--- src/rtl/tx_fdt_scheduler_if.sv ---
// tx_fdt_scheduler_if
//   Groups the byte-wide response source side and the bit-wide tx side of the
//   scheduler.
//   in_data[7:0] / in_bits[2:0] / in_last / in_valid / in_ready : byte stream
//   out_data / out_valid / out_req                              : bit stream to tx
//   The scheduler owns the tx bit stream, so it uses the master modport. The
//   application source together with the tx encoder uses the slave modport.
interface tx_fdt_scheduler_if;
    logic [7:0] in_data;
    logic [2:0] in_bits;
    logic       in_last;
    logic       in_valid;
    logic       in_ready;
    logic       out_data;
    logic       out_valid;
    logic       out_req;

    modport master (
        input  in_data, in_bits, in_last, in_valid, out_req,
        output in_ready, out_data, out_valid
    );

    modport slave (
        output in_data, in_bits, in_last, in_valid, out_req,
        input  in_ready, out_data, out_valid
    );
endinterface

--- src/rtl/tx_fdt_scheduler.sv ---
// tx_fdt_scheduler
//   Times the PICC frame delay from the end of the reader frame, launches the
//   response on the 128-cycle bit grid, and serialises response bytes LSB first
//   into the tx bit encoder.
// Ports
//   clk, rst_n          : carrier clock, asynchronous active-low reset
//   rx_eoc, rx_last_bit : end-of-reader-frame pulse and value of its last bit
//   bus (master)        : byte input (in_*) and tx bit output (out_*)
//   busy                : state is not idle
//   timeout             : one-cycle pulse, response abandoned after late slots ran out
//   underrun            : one-cycle pulse, next byte was not available at a byte boundary
// Configuration
//   TX_FDT_SCHED_PARITY_EN : when defined, an odd-parity bit follows each full byte.
module tx_fdt_scheduler #(
    parameter int unsigned FDT_N         = 9,
    parameter int unsigned TX_LATENCY    = 3,
    parameter int unsigned TIMEOUT_SLOTS = 255
) (
    input  logic               clk,
    input  logic               rst_n,
    input  logic               rx_eoc,
    input  logic               rx_last_bit,
    tx_fdt_scheduler_if.master bus,
    output logic               busy,
    output logic               timeout,
    output logic               underrun
);

    localparam logic [15:0] TargetLast1  = 16'(FDT_N * 128 + 84 - TX_LATENCY);
    localparam logic [15:0] TargetLast0  = 16'(FDT_N * 128 + 20 - TX_LATENCY);
    localparam logic [7:0]  TimeoutSlots = 8'(TIMEOUT_SLOTS);

    typedef enum logic [1:0] {StIdle, StCount, StLate, StSend} state_e;

    state_e      state_q, state_d;
    logic [15:0] cnt_q, cnt_d, cnt_inc, target;
    logic [6:0]  phase_q, phase_d, phase_inc;
    logic [7:0]  slot_q, slot_d, slot_inc;
    logic        rx_last_q, rx_last_d;
    logic [8:0]  sr_q, sr_d, load_sr;
    logic [3:0]  bit_cnt_q, bit_cnt_d, load_cnt;
    logic        byte_last_q, byte_last_d;
    logic        out_valid_q, out_valid_d;
    logic        timeout_q, timeout_d;
    logic        underrun_q, underrun_d;
    logic        full_byte, load, finish, in_ready;

    // The incremented value is what gets compared, so the cycle after rx_eoc
    // already counts as 1 and the launch cycle lands exactly on cycle T. The
    // same applies to the phase counter: grid slots fall on T + 128*k.
    assign cnt_inc   = cnt_q + 16'd1;
    assign phase_inc = phase_q + 7'd1;
    assign slot_inc  = slot_q + 8'd1;
    assign target    = rx_last_q ? TargetLast1 : TargetLast0;

    // Shift register image and bit count for the byte currently on in_data.
    always_comb begin
        full_byte = !bus.in_last || (bus.in_bits == 3'd0);
        load_sr   = {1'b0, bus.in_data};
        load_cnt  = full_byte ? 4'd8 : {1'b0, bus.in_bits};
`ifdef TX_FDT_SCHED_PARITY_EN
        if (full_byte) begin
            load_sr[8] = ~^bus.in_data;
            load_cnt   = 4'd9;
        end
`endif
    end

    always_comb begin
        state_d     = state_q;
        cnt_d       = cnt_q;
        phase_d     = phase_q;
        slot_d      = slot_q;
        rx_last_d   = rx_last_q;
        sr_d        = sr_q;
        bit_cnt_d   = bit_cnt_q;
        byte_last_d = byte_last_q;
        out_valid_d = out_valid_q;
        timeout_d   = 1'b0;
        underrun_d  = 1'b0;
        load        = 1'b0;
        finish      = 1'b0;

        unique case (state_q)
            StIdle: begin
                if (rx_eoc) begin
                    rx_last_d = rx_last_bit;
                    cnt_d     = 16'd0;
                    state_d   = StCount;
                end
            end
            StCount: begin
                if (rx_eoc) begin
                    rx_last_d = rx_last_bit;
                    cnt_d     = 16'd0;
                end else begin
                    cnt_d = cnt_inc;
                    if (cnt_inc == target) begin
                        if (bus.in_valid) begin
                            load = 1'b1;
                        end else begin
                            phase_d = 7'd0;
                            slot_d  = 8'd0;
                            state_d = StLate;
                        end
                    end
                end
            end
            StLate: begin
                if (rx_eoc) begin
                    rx_last_d = rx_last_bit;
                    cnt_d     = 16'd0;
                    phase_d   = 7'd0;
                    slot_d    = 8'd0;
                    state_d   = StCount;
                end else begin
                    phase_d = phase_inc;
                    if (phase_inc == 7'd0) begin
                        slot_d = slot_inc;
                        if (bus.in_valid) begin
                            load = 1'b1;
                        end else if (slot_inc == TimeoutSlots) begin
                            timeout_d = 1'b1;
                            phase_d   = 7'd0;
                            slot_d    = 8'd0;
                            state_d   = StIdle;
                        end
                    end
                end
            end
            StSend: begin
                if (bus.out_req) begin
                    if (bit_cnt_q == 4'd1) begin
                        if (byte_last_q) begin
                            finish = 1'b1;
                        end else if (bus.in_valid) begin
                            load = 1'b1;
                        end else begin
                            underrun_d = 1'b1;
                            finish     = 1'b1;
                        end
                    end else begin
                        sr_d      = sr_q >> 1;
                        bit_cnt_d = bit_cnt_q - 4'd1;
                    end
                end
            end
            default: state_d = StIdle;
        endcase

        if (load) begin
            sr_d        = load_sr;
            bit_cnt_d   = load_cnt;
            byte_last_d = bus.in_last;
            out_valid_d = 1'b1;
            state_d     = StSend;
        end

        // Clearing the shift register keeps out_data low between frames.
        if (finish) begin
            sr_d        = 9'd0;
            bit_cnt_d   = 4'd0;
            byte_last_d = 1'b0;
            out_valid_d = 1'b0;
            state_d     = StIdle;
        end

        in_ready = load;
    end

    always_ff @(posedge clk or negedge rst_n) begin
        if (!rst_n) begin
            state_q     <= StIdle;
            cnt_q       <= 16'd0;
            phase_q     <= 7'd0;
            slot_q      <= 8'd0;
            rx_last_q   <= 1'b0;
            sr_q        <= 9'd0;
            bit_cnt_q   <= 4'd0;
            byte_last_q <= 1'b0;
            out_valid_q <= 1'b0;
            timeout_q   <= 1'b0;
            underrun_q  <= 1'b0;
        end else begin
            state_q     <= state_d;
            cnt_q       <= cnt_d;
            phase_q     <= phase_d;
            slot_q      <= slot_d;
            rx_last_q   <= rx_last_d;
            sr_q        <= sr_d;
            bit_cnt_q   <= bit_cnt_d;
            byte_last_q <= byte_last_d;
            out_valid_q <= out_valid_d;
            timeout_q   <= timeout_d;
            underrun_q  <= underrun_d;
        end
    end

    assign bus.in_ready  = in_ready;
    assign bus.out_data  = sr_q[0];
    assign bus.out_valid = out_valid_q;
    assign busy          = (state_q != StIdle);
    assign timeout       = timeout_q;
    assign underrun      = underrun_q;

endmodule

--- src/flat_wrapper.sv ---
// flat-port wrapper written by rule: the top's interface ports become plain ports
module tx_fdt_scheduler_flat 
#(
    parameter int unsigned FDT_N         = 9,
    parameter int unsigned TX_LATENCY    = 3,
    parameter int unsigned TIMEOUT_SLOTS = 255
)
  (clk, rst_n, rx_eoc, rx_last_bit, busy, timeout, underrun, bus_in_data, bus_in_bits, bus_in_last, bus_in_valid, bus_out_req, bus_in_ready, bus_out_data, bus_out_valid);
  tx_fdt_scheduler_if bus_i ();
  input  logic clk;
  input  logic rst_n;
  input  logic rx_eoc;
  input  logic rx_last_bit;
  output logic busy;
  output logic timeout;
  output logic underrun;
  input wire logic [$bits(bus_i.in_data)-1:0] bus_in_data;
  input wire logic [$bits(bus_i.in_bits)-1:0] bus_in_bits;
  input wire logic [$bits(bus_i.in_last)-1:0] bus_in_last;
  input wire logic [$bits(bus_i.in_valid)-1:0] bus_in_valid;
  input wire logic [$bits(bus_i.out_req)-1:0] bus_out_req;
  output wire logic [$bits(bus_i.in_ready)-1:0] bus_in_ready;
  output wire logic [$bits(bus_i.out_data)-1:0] bus_out_data;
  output wire logic [$bits(bus_i.out_valid)-1:0] bus_out_valid;
  assign bus_i.in_data = bus_in_data;
  assign bus_i.in_bits = bus_in_bits;
  assign bus_i.in_last = bus_in_last;
  assign bus_i.in_valid = bus_in_valid;
  assign bus_i.out_req = bus_out_req;
  assign bus_in_ready = bus_i.in_ready;
  assign bus_out_data = bus_i.out_data;
  assign bus_out_valid = bus_i.out_valid;
  tx_fdt_scheduler #(.FDT_N(FDT_N), .TX_LATENCY(TX_LATENCY), .TIMEOUT_SLOTS(TIMEOUT_SLOTS)) u_core (.clk(clk), .rst_n(rst_n), .rx_eoc(rx_eoc), .rx_last_bit(rx_last_bit), .bus(bus_i), .busy(busy), .timeout(timeout), .underrun(underrun));
endmodule
--- config.mk ---
export PLATFORM = sky130hd
export DESIGN_NAME = tx_fdt_scheduler_flat
export DESIGN_NICKNAME = d
export VERILOG_FILES = /design/src/rtl/tx_fdt_scheduler_if.sv /design/src/rtl/tx_fdt_scheduler.sv /design/src/flat_wrapper.sv
export SDC_FILE = /design/constraint.sdc
export NUM_CORES = 1
export LEC_CHECK = 0
export CAP_MARGIN = 10
export CORE_UTILIZATION = 25
export CTS_CLUSTER_DIAMETER = 80
export DETAILED_ROUTE_END_ITERATION = 8
export GPL_ROUTABILITY_DRIVEN = 1
export PLACE_DENSITY = 0.5
export SYNTH_ARGS = -nofsm -noshare
export SYNTH_HDL_FRONTEND = slang
export SYNTH_SLANG_ARGS = --single-unit
--- constraint.sdc ---
create_clock -name clk -period 4.5 [get_ports clk]
set_clock_uncertainty 0.1 [all_clocks]
set_input_delay 0.675 -clock clk [delete_from_list [all_inputs] [get_ports clk]]
set_output_delay 0.675 -clock clk [all_outputs]
set_load 0.02 [all_outputs]
==> Word level (Yosys, flattened, before mapping) <==
Index checks and enable logic that the tools add are counted.
{ "classes": {"addsub": 4, "n_mul": 0, "n_div": 0, "order_cmp": 0, "n_eq_ne": 19, "shifts": 0, "muxes": 69, "n_bitwise": 0, "n_reduce_logical": 20} }
{ "ops": {"columns": ["operator", "n"], "rows": [
  ["$mux W7", 8],
  ["$mux W8", 7],
  ["$mux W9", 5],
  ["$mux W16", 2],
  ["$pmux W16 S2", 1],
  ["$mux W1", 26],
  ["$mux W4", 6],
  ["$mux W2", 10],
  ["$add A16 B1 Y16 const B", 1],
  ["$eq A16 B16 Y1", 1],
  ["$pmux W8 S2", 1],
  ["$pmux W7 S2", 1],
  ["$ne A4 B3 Y1 const B", 3],
  ["$ne A5 B3 Y1 const B", 2],
  ["$add A8 B1 Y8 const B", 1],
  ["$eq A8 B8 Y1 const B", 1],
  ["$reduce_and A8 Y1", 1],
  ["$reduce_bool A2 Y1", 4],
  ["$add A7 B1 Y7 const B", 1],
  ["$logic_not A7 Y1", 1],
  ["$ne A3 B2 Y1 const B", 2],
  ["$pmux W2 S3", 1],
  ["$reduce_bool A3 Y1", 2],
  ["$ne A5 B4 Y1 const B", 1],
  ["other kinds (19)", 23]
]} }
{ "word_totals": {"reg_bits": 51, "latchBits": 0, "ram_bits": 0, "romBits": 0, "input_bits": 18, "elab_cells": 123, "mem_count": 0} }

==> Logic depth before layout (Yosys ltp) <==
Gate-level depths: netlist of run 1.
{ "depth": {"ltp_word": 9, "ltp_mapped": 11, "depth_no_buf": 9} }

==> Least setup slack after synthesis of run 1 <==
No wires, ideal clock.
{ "synth_timing": {"path_type": "reg-to-output", "start": "reg u_core.cnt_q[1]", "end": "out bus_in_ready", "arrival_time_ns": 2.826, "required_ns": 3.725, "slack_ns": 0.899, "path_stages_with_launch": 9, "path_cell_list": "dfrtp_1 ha_1 or4b_1 a2111o_1 a221oi_2 nand3_2 or4_4 nand2_4 buf_6"} }
{ "synth_between": {"elab_chain_len": 5} }
{ "synth_lines": {"columns": ["item", "line", "source"], "rows": [
  ["start, declared", "tx_fdt_scheduler.sv:36", "logic [15:0] cnt_q, cnt_d, cnt_inc, target;"],
  ["start signal, assigned", "tx_fdt_scheduler.sv:186", "cnt_q <= cnt_d;"],
  ["$add A16 B1 Y16", "tx_fdt_scheduler.sv:51", "assign cnt_inc = cnt_q + 16'd1;"],
  ["$eq A16 B16 Y1", "tx_fdt_scheduler.sv:98", "if (cnt_inc == target) begin"],
  ["$mux W1", "tx_fdt_scheduler.sv:98", null],
  ["$mux W1", "tx_fdt_scheduler.sv:93", "if (rx_eoc) begin"],
  ["$pmux W1 S3", "tx_fdt_scheduler.sv:84", "unique case (state_q)"],
  ["end, declared", "flat_wrapper.sv:22", "output wire logic [$bits(bus_i.in_ready)-1:0] bus_in_ready;"]
]} }
Every way passes these cells.

==> Worst setup path after layout of run 1 <==
{ "layout_timing": {"start": "reg u_core.cnt_q[0]", "end": "out bus_in_ready"} }
Same word-level chain as after synthesis.

==> key figures, run 1 <==
Worst setup path
  – CP Launch Type: flop
  – Crit path buf inv count: 1
  – CP Cell Sequence: ha_1 > or4b_1 > a2111o_1 > a221oi_2 > nand3_2 > or4_4 > nand2_4 > dlygate4sd2_1
  – Slowest CP cell: or4_4
  – CP endpoint kind: output port
  – Delay-heaviest family, CP: simple AND/OR/NAND/NOR gates
  – Reg2reg end: u_core.slot_q[2]$_DFFE_PN0P_
  – Max FO, Critical Path: 10
  – R2r startpoint: u_core.cnt_q[0]$_DFFE_PN0P_
  – R2r setup slk: roughly 700 ps
  – Slowest stage delay, CP: 610 ps
  – R2R depth: 9
  – CP arrival: 3550 ps
  – Worst endpoint required time: 3720 ps
  – WS Path Type: reg2out

Yosys
  – Post-Syn Instances: 376
  – Most frequent cell after synthesis: dfrtp_1
  – Synth async-reset ratio: 100.0%
  – Synth warn: 0
  – Synth Area per Inst: between 8 and 9 sq um
  – Synthesized net count: about 400
  – Post-synth top area cell: dfrtp_1
  – Cell Area, Synth: between 3000 and 4000 sq um
  – Most frequent cells after synthesis: dfrtp_1, nand2_1, o21ai_0, nand3_1, nor2_1
  – Top_reg_cell synth: dfrtp_1
  – Synth unique cells: between 60 and 70
  – Synth area leaders: dfrtp_1, o21ai_0, nand2_1
  – Post-synth EDFFs: 0
  – Sequential fraction of the synthesis area: between 30% and 40%
  – Synthesized flop and latch total: 50
  – Post-synth top area share: 37.74%

Die
  – FP Rows: 41
  – Die Y: around 120 um
  – Die area: 13730 sq um
  – Die Wd: between 100 and 150 um
  – Area of the core: 12770 sq um
  – Initial Util: around 26%
  – Io pins: 24

Timing
  – Worst-Margin Slew: 914.9 ps
  – Final period utilization: a little over nine tenths
  – Fmax: approximately 230 MHz
  – Rel. slew slack: a little under two fifths
  – RSZ-0062 raised after global routing: false
  – Max Slew Vio Count: 0
  – Min cycle time layout: between 4000 and 5000 ps
  – Final setup violation count: 0
  – Hold Fails Final Rpt: 0
  – Fin Setup TNS: 0 ps

Route
  – Detailed Route Iter0 Violations: approximately 240
  – Routed wire length: between 8000 and 9000 um
  – DR pass1 iterations: 4
  – Vias: about 2900
  – Post-route DRC: 0
  – WL per Instance: approximately 14 um
  – Routed vias/inst: about 5.1
  – DRT antenna net count: 0

Clock network
  – Num CTS Buffers: 5
  – Worst-Skew Late Latency: between 200 and 300 ps
  – Sink Count: 50
  – H-Tree Depth: 2
  – TritonCTS clock tree: done
  – Post-CTS setup buffers: 0
  – Clock Path Buffers: 2
  – Reg clk slew, reported paths: approximately 80 ps
  – CTS Hold Bufs: 0
  – Post_cts resized: 1
  – CTS root buffer: clkbuf_16

GRT
  – Gr busiest metal: met2
  – Met2 Track Usage GR: between 20% and 30%
  – First-pass GRT wire length: ~14000 um
  – Met3 GRT Util: 1.133%
  – Largest net degree at the start of global routing: 51
  – Vias in the first global route: approximately 2800
  – Grt met1 use: between 15 and 20%
  – Initial antenna violation count: 0
  – Grt total ovfl: 0
  – GRT Util Overall: around an eighth

Place
  – IO buf count: 23
  – Gpl congestion: about 0.81
  – Placed insts: roughly 560
  – DP Wirelength: 5827 um

Layout
  – Syn-to-layout area delta: 18.34%
  – Final #Nets: 427
  – Fin cells: 570
  – # diodes: 0
  – Fraction of layout cells with a size suffix above 1: 9.296%

Power
  – Leak: 1.496 nW
  – PD cells: 440.6 nW/um^2
  – VDD IR max: around 220 uV

Hold path
  – HP Class: reg2reg
  – Hold path cells: 1
  – Hold path start: u_core.byte_last_q$_DFFE_PN0N_
  – Hold Path Sink: u_core.underrun$_DFF_PN0_

Outcome
  – Status: finished, final reports clean

Job
  – Max-cap violations: 0
per-layer routing:
layer  part of all wire [%]  up-vias  wire (um)
li1                       -     1446          -
met1                     51     1411       4242
met2                     46       41       3790
met3                    1.7        6        141
met4                    1.1        0         87
met5                      0        -          0
cell type report:
type                       instances  area (sq um)
clock buffer                       5         125.1
timing repair buffer              35         314.1
tap                              172         215.2
multi-input combinational        291          1921
clock inverter                     3         45.04
inverter                          14         52.55
fill                            1328          8850
sequential                        50          1251
sequential cells by signal, indices dropped and copies added (netlist names):
signal and flops:
u_core.sr_q 8, u_core.slot_q 8, u_core.bus.out_valid 1, u_core.underrun 1, u_core.phase_q 7, u_core.state_q 2, u_core.cnt_q 16, u_core.rx_last_q 1
u_core.byte_last_q 1, u_core.timeout 1, u_core.bit_cnt_q 4
how the worst max path moves through the flow:
| stage | startpoint | to | cells after the start |
|---|---|---|---|
| after detailed placement | u_core.cnt_q[0]$_DFFE_PN0P_ | bus_in_ready | 8 |
| final | u_core.cnt_q[0]$_DFFE_PN0P_ | bus_in_ready | 8 |
| after global placement | u_core.cnt_q[0]$_DFFE_PN0P_ | bus_in_ready | 8 |
| after floorplan | u_core.cnt_q[1]$_DFFE_PN0P_ | bus_in_ready | 8 |
| after CTS | u_core.cnt_q[0]$_DFFE_PN0P_ | bus_in_ready | 8 |
| after global routing | u_core.cnt_q[0]$_DFFE_PN0P_ | bus_in_ready | 8 |
metrics by stage:
stage / setup slack [ps] / utilization, % / total power, W / hold slack [ps] / area [sq um]
after floorplan: 899.0 / - / 0.001079 / 279.4 / 3316
after global placement: 281.0 / 29.40 / 0.001283 / 365.9 / 3755
after detailed placement: 212.6 / 29.40 / 0.001295 / 366.1 / 3755
after CTS: 163.1 / 30.72 / 0.001746 / 375.7 / 3924
after global routing: 28.61 / 30.72 / 0.001863 / 402.9 / 3924
final: 176.8 / 30.72 / 0.001729 / 386.5 / 3924
cells in the final DEF, fill, tap and decap left out, types with 2 or more instances in the layout:
cell type	n
a21oi_1	8
a22oi_1	8
a31oi_1	6
a32o_1	2
and2_1	3
and3_1	4
buf_4	12
clkbuf_16	5
clkdlybuf4s50_1	21
clkinvlp_4	2
dfrtp_1	50
ha_1	12
inv_1	14
mux2i_1	7
nand2_1	41
nand2b_1	12
nand3_1	25
nand3_2	2
nand3b_1	3
nand4_1	12
nand4b_1	3
nor2_1	20
nor2b_1	3
nor3_1	4
nor4_1	7
o2111ai_1	3
o211ai_1	2
o21a_1	2
o21ai_0	31
o22ai_1	2
o2bb2ai_1	17
o31ai_1	5
or2_2	4
or3_1	6
xnor2_1	4
xor2_1	3
kinds of logic after synthesis:
group | synth area share, %
simple gates | 25.77
compound gates | 22.53
flops | 37.74
buf+inv | 4.679
fa+ha+maj | 4.528
mux | 2.906
xor+xnor | 1.849
where the power goes:
part | internal, W | switching, W
Combinational | 0.000274 | 0.000414
Clock | 0.000263 | 0.000184
Sequential | 0.000524 | 0.0000699
Power figures use the tool's default switching activity.
==> run 2: changes to the inputs <==
--- a/config.mk
+++ b/config.mk
@@ -10,6 +10,7 @@
 export CTS_CLUSTER_DIAMETER = 80
 export DETAILED_ROUTE_END_ITERATION = 8
 export GPL_ROUTABILITY_DRIVEN = 1
+export GPL_TIMING_DRIVEN = 0
 export PLACE_DENSITY = 0.5
 export SYNTH_ARGS = -nofsm -noshare
 export SYNTH_HDL_FRONTEND = slang
==> run 2 against run 1 <==
Compared with the run above: final cell count is 1.6% higher; count of clock-buffer cells in the layout stayed put; core utilization is 0.20 points higher; combinational power hardly changed; sequential share of layout area is 0.20 points lower; sequential power is 1% lower; clock power is 1% lower; critical endpoint unchanged; highest routed layer unchanged.
==> key figures, run 2 (synthesis results as in run 1) <==
Timing
  – Max Slew Vio Count: 0 (unchanged)
  – RSZ-0062 raised after global routing: false
  – Rel. slew slack: 39.86% (+1.5 points)
  – Worst setup margin: 179.1 ps (+2.288 ps)
  – Hold Fails Final Rpt: 0 (unchanged)
  – Min cycle time layout: 4321 ps (-2.288 ps)
  – Worst-Margin Slew: 892.7 ps (-22.20 ps)
  – Fmax: 231.4 MHz (about the same)
  – Final setup violation count: 0 (unchanged)
  – Hold slack final: 244.9 ps (-141.6 ps)
  – Final period utilization: 96.02% (about the same)

GRT
  – Vias in the first global route: 2853 (+0.78%)
  – Grt total ovfl: 0 (unchanged)
  – GRT Util Overall: 12.54% (-0.17 points)
  – First-pass GRT wire length: 13850 um (-0.99%)
  – Initial antenna violation count: 0 (unchanged)
  – Largest net degree at the start of global routing: 31 (-39%)

Place
  – IO buf count: 22 (-4.3%)
  – DP Wirelength: 5990 um (+2.8%)
  – Gpl congestion: 0.8107 (about the same)
  – Placed insts: 571 (+1.6%)
  – Pre-CTS setup slack: -89.61 ps (-302.2 ps)

Worst setup path
  – WS Path Type: reg2out
  – CP endpoint kind: output port
  – CP Launch Type: flop
  – R2R depth: 9 (unchanged)
  – Worst endpoint required time: 3720 ps (about the same)
  – Max FO, Critical Path: 10 (unchanged)
  – CP arrival: 3550 ps (about the same)

Power
  – Total power: 0.001717 W (-0.68%)
  – VDD IR max: 197.7 uV (-9.3%)
  – Leak: 1.496 nW (about the same)
  – PD cells: 434.8 nW/um^2 (-1.3%)

Die
  – FP Rows: 41 (unchanged)
  – Die Y: 117.2 um (unchanged)
  – Area of the core: 12770 sq um (unchanged)
  – Initial Util: 25.96% (unchanged)
  – Io pins: 24 (unchanged)
  – Die Wd: 117.2 um (unchanged)
  – Die area: 13730 sq um (unchanged)

Route
  – WL per Instance: 14.00 um (-3.4%)
  – Routed vias/inst: 5.035 (-1.2%)
  – DR pass1 iterations: 4 (unchanged)
  – Routed wire length: 8106 um (-1.9%)
  – Detailed Route Iter0 Violations: 179 (-26%)
  – DRT antenna net count: 0 (unchanged)
  – Post-route DRC: 0 (unchanged)
  – Vias: 2915 (+0.38%)

Layout
  – Max FFs per register: 16 (unchanged)
  – Syn-to-layout area delta: 19.09%
  – # diodes: 0 (unchanged)
  – Fraction of layout cells with a size suffix above 1: 8.845% (-0.45 points)
  – Fin cells: 579 (+1.6%)
  – Largest Register: u_core.cnt_q
  – Highest-count cells in the layout ignoring fill and taps: dfrtp_1, nand2_1, o21ai_0, nand3_1
  – Largest registers: u_core.cnt_q x16, u_core.slot_q x8, u_core.sr_q x8
  – Post-Route Utilization: 30.91% (+0.20 points)
  – # fillers: 1329 (+0.075%)
  – Final #Nets: 436 (+2.1%)
  – Most common cell after layout, fill and taps aside: dfrtp_1

Clock network
  – TritonCTS clock tree: done
  – Clock Path Buffers: 2 (unchanged)
  – CTS Hold Bufs: 0 (unchanged)
  – Sink Count: 50 (unchanged)
  – Post-CTS setup buffers: 0 (unchanged)
  – Worst-Skew Late Latency: 290 ps (about the same)
  – H-Tree Depth: 2 (unchanged)
  – Reg clk slew, reported paths: 80 ps (about the same)
  – CTS root buffer: clkbuf_16
  – Num CTS Buffers: 5 (unchanged)

Hold path
  – HP Class: in2async

Job
  – Max-cap violations: 0 (unchanged)

Outcome
  – Status: finished, final reports clean
## run 2: cell count changes in the layout (fill, tap and decap cells not counted), sizes merged
| cell | delta |
|---|---|
| clkinvlp | -2 |
| clkdlybuf4s50 | -1 |
| clkbuf | +13 |
| inv | +1 |
| clkinv | +1 |
| buf | -2 |
| dlygate4sd2 | -1 |
## run 2: layout make-up
class | instances | area, sq um | share of cell area [%]
tap | 172 | 215.2 | 5.450
clock buffer | 5 | 125.1 | 3.169
clock inverter | 3 | 43.79 | 1.109
multi-input combinational | 291 | 1928 | 48.83
timing repair buffer | 23 | 230.2 | 5.830
buffer | 21 | 102.6 | 2.598
sequential | 50 | 1251 | 31.69
inverter | 14 | 52.55 | 1.331
## run 2: routing by layer
metal / global-route usage [%] / up-vias / share of wire (%)
li1: - / 1456 / -
met1: 16.94 / 1417 / 51
met2: 21.57 / 38 / 46
met3: 1.236 / 4 / 2.0
met4: 2.869 / 0 / 0.94
met5: 0 / - / 0
## run 2: through the flow
step           TNS [ps]  cell area [sq um]
2_1_floorplan         0               3316
3_3_place_gp     -94.21               3751
3_5_place_dp     -89.61               3766
4_1_cts               0               3936
5_1_grt               0               3949
6_report              0               3949
## run 2: final timing paths
check / from / end / slack, ps
setup / recovery: u_core.cnt_q[1]$_DFFE_PN0P_ / bus_in_ready / 180
hold / removal: rst_n / u_core.sr_q[2]$_DFFE_PN0P_ / 240
setup reg to reg: u_core.cnt_q[1]$_DFFE_PN0P_ / u_core.slot_q[1]$_DFFE_PN0P_ / 1010
max in group asynchronous: rst_n / u_core.cnt_q[12]$_DFFE_PN0P_ / 3500
min in group clk: u_core.byte_last_q$_DFFE_PN0N_ / u_core.underrun$_DFF_PN0_ / 370
hold reg to reg: u_core.byte_last_q$_DFFE_PN0N_ / u_core.underrun$_DFF_PN0_ / 370
## run 2: report_power, final
| part | total [W] | internal (W) | switching [W] |
|---|---|---|---|
| combinational | 0.000687 | 0.000269 | 0.000419 |
| sequential | 0.000588 | 0.000523 | 0.0000650 |
| clock | 0.000441 | 0.000264 | 0.000178 |
| total | 0.00172 | 0.00106 | 0.000662 |
## run 2: critical path, stage by stage, from the launching register on
cell and delay [ps]:
dfrtp_1 470, ha_2 270, or4b_1 530, a2111o_1 460
a221oi_4 250, nand3_2 170, or4_4 610, nand2_4 140
buf_6 160, clkbuf_2 170
## run 2: timing repair
action                     in CTS  in global routing
resized for setup               2                  4
setup endpoints to repair       1                  1
gates cloned                    0                  0
==> run 3: changes to the inputs <==
--- a/config.mk
+++ b/config.mk
@@ -6,12 +6,12 @@
 export NUM_CORES = 1
 export LEC_CHECK = 0
 export CAP_MARGIN = 10
-export CORE_UTILIZATION = 25
+export CORE_UTILIZATION = 59
 export CTS_CLUSTER_DIAMETER = 80
 export DETAILED_ROUTE_END_ITERATION = 8
 export GPL_ROUTABILITY_DRIVEN = 1
-export GPL_TIMING_DRIVEN = 0
-export PLACE_DENSITY = 0.5
+export GPL_TIMING_DRIVEN = 1
+export PLACE_DENSITY = 0.78
 export SYNTH_ARGS = -nofsm -noshare
 export SYNTH_HDL_FRONTEND = slang
 export SYNTH_SLANG_ARGS = --single-unit
==> run 3 against run 2 <==
Compared with the run above: sequential share of layout area grew 2.2 points; first-iteration DRC count rose by 17%; non-clock buffer count down 14; worst setup slack better by 13 ps; design area fell by 6.6%; combinational power is 3% lower; fmax increased by 0.30%.
==> key figures, run 3 (synthesis results as in run 1) <==
Timing
  – Final setup violation count: 0 (unchanged)
  – Worst-Margin Slew: 875.2 ps (-17.54 ps)
  – Rel. slew slack: 41.04% (+1.2 points)
  – Final period utilization: 95.73% (-0.29 points)
  – Max Slew Vio Count: 0 (unchanged)
  – Fmax: 232.1 MHz (+0.30%)
  – Hold slack final: 208.4 ps (-36.46 ps)
  – Hold Fails Final Rpt: 0 (unchanged)
  – Min cycle time layout: 4308 ps (-13.06 ps)
  – RSZ-0062 raised after global routing: false
  – Fin Setup TNS: 0 ps (unchanged)

Power
  – PD cells: 429.8 nW/um^2 (-1.2%)
  – Leak: 1.452 nW (-2.9%)
  – VDD IR max: 300.1 uV (+52%)

Layout
  – Area of the multi-input gates: 1909 sq um (-0.97%)
  – Final #Nets: 422 (-3.2%)
  – Total area of sequential cells: 1251 sq um (unchanged)
  – Highest-count cells in the layout ignoring fill and taps: dfrtp_1, nand2_1, o21ai_0, nand3_1, clkdlybuf4s50_1
  – Max FFs per register: 16 (unchanged)
  – Largest registers: u_core.cnt_q x16, u_core.slot_q x8, u_core.sr_q x8
  – Largest Register: u_core.cnt_q
  – # diodes: 0 (unchanged)
  – Most common cell after layout, fill and taps aside: dfrtp_1
  – Syn-to-layout area delta: 11.28%
  – # fillers: 442 (-67%)
  – Fraction of layout cells with a size suffix above 1: 7.908% (-0.94 points)

Clock network
  – Sink Count: 50 (unchanged)
  – Post_cts resized: 1 (-1)
  – CTS Hold Bufs: 0 (unchanged)
  – CTS root buffer: clkbuf_8
  – Reg clk slew, reported paths: 90 ps (about the same)
  – H-Tree Depth: 2 (unchanged)
  – TritonCTS clock tree: done
  – Clock Path Buffers: 2 (unchanged)
  – Num CTS Buffers: 5 (unchanged)
  – Worst-Skew Late Latency: 300 ps (about the same)
  – Post-CTS setup buffers: 0 (unchanged)

Worst setup path
  – CP endpoint kind: output port
  – Max FO, Critical Path: 10 (unchanged)
  – Crit path to: bus_in_ready
  – CP arrival: 3530 ps (-20 ps)
  – WS Path Type: reg2out
  – R2R depth: 9 (unchanged)
  – R2r startpoint: u_core.cnt_q[0]$_DFFE_PN0P_
  – Worst endpoint required time: 3720 ps (about the same)
  – R2r setup slk: 980 ps (-30 ps)
  – CP Launch Type: flop
  – Crit. Startpoint: u_core.cnt_q[0]$_DFFE_PN0P_
  – Reg2reg end: u_core.slot_q[5]$_DFFE_PN0P_

GRT
  – Initial antenna violation count: 0 (unchanged)
  – First-pass GRT wire length: 12710 um (-8.2%)
  – Vias in the first global route: 2782 (-2.5%)
  – Largest net degree at the start of global routing: 32 (+3.2%)
  – Grt total ovfl: 0 (unchanged)
  – GRT Util Overall: 26.65% (+14 points)

Die
  – Initial Util: 62.92% (+37 points)
  – Die area: 5924 sq um (-57%)
  – Io pins: 24 (unchanged)
  – Area of the core: 5270 sq um (-59%)
  – Die Wd: 76.97 um (-34%)
  – Die Y: 76.97 um (-34%)
  – FP Rows: 26 (-37%)

Route
  – Routed wire length: 7251 um (-11%)
  – WL per Instance: 15.69 um (+12%)
  – Routed vias/inst: 6.251 (+24%)
  – DR pass1 iterations: 4 (unchanged)
  – Detailed Route Iter0 Violations: 209 (+17%)
  – Vias: 2888 (-0.93%)
  – DRT antenna net count: 0 (unchanged)
  – Post-route DRC: 0 (unchanged)

Hold path
  – HP Class: in2async

Outcome
  – Status: finished, final reports clean

Place
  – Gpl congestion: 0.8278 (+2.1%)
  – DP Wirelength: 5071 um (-15%)
  – IO buf count: 23 (+4.5%)

Job
  – Max-cap violations: 0 (unchanged)
## run 3: where the power goes
part           total [W]  switching, W  internal, W
Sequential      0.000594     0.0000693     0.000524
Clock           0.000323      0.000145     0.000178
Combinational   0.000669      0.000407     0.000263
## run 3: metrics by stage
step	cell area, sq um	instances	setup WS [ps]	power [W]	utilization, %
finish	3690	462	192.2	0.001586	70.01
global route	3690	462	27.91	0.001709	70.01
CTS	3690	462	188.9	0.001589	70.01
detailed placement	3578	455	261.3	0.001263	67.90
global placement	3578	455	333.1	0.001244	67.90
floorplan	3316	376	899.0	0.001079	-
## run 3: routing by layer
layer	vias up	track usage, %	part of all wire (%)
met3	9	4.048	4.6
met1	1382	35.54	46
met2	59	45.18	48
met5	-	0	0
li1	1438	-	-
met4	0	6.731	1.1
## run 3: critical path, stage by stage (launching register included)
cell           delay [ps]
dfrtp_1               490
ha_1                  340
or4b_1                540
a2111o_1              440
a221oi_2              230
nand3_2               150
or4_4                 610
nand2_4               100
dlygate4sd2_1         340
## run 3: worst min-delay path by stage
stage / slack (ps) / end / cells after the start
2_1_floorplan: 280 / u_core.bit_cnt_q[0]$_DFFE_PN0P_ / 0
3_3_place_gp: 370 / u_core.bus.out_valid$_DFFE_PN0N_ / 1
3_5_place_dp: 360 / u_core.underrun$_DFF_PN0_ / 1
4_1_cts: 230 / u_core.rx_last_q$_DFFE_PN0P_ / 1
5_1_grt: 230 / u_core.bit_cnt_q[1]$_DFFE_PN0P_ / 1
6_report: 210 / u_core.rx_last_q$_DFFE_PN0P_ / 1
## run 3: layout make-up
type	instances	share of cell area, %
repair buffers	30	7.494
well taps	70	2.374
multi-input cells	291	51.75
flip-flops and latches	50	33.91
clock inverters	1	0.8138
clock buffers	6	2.238
inverters	14	1.424
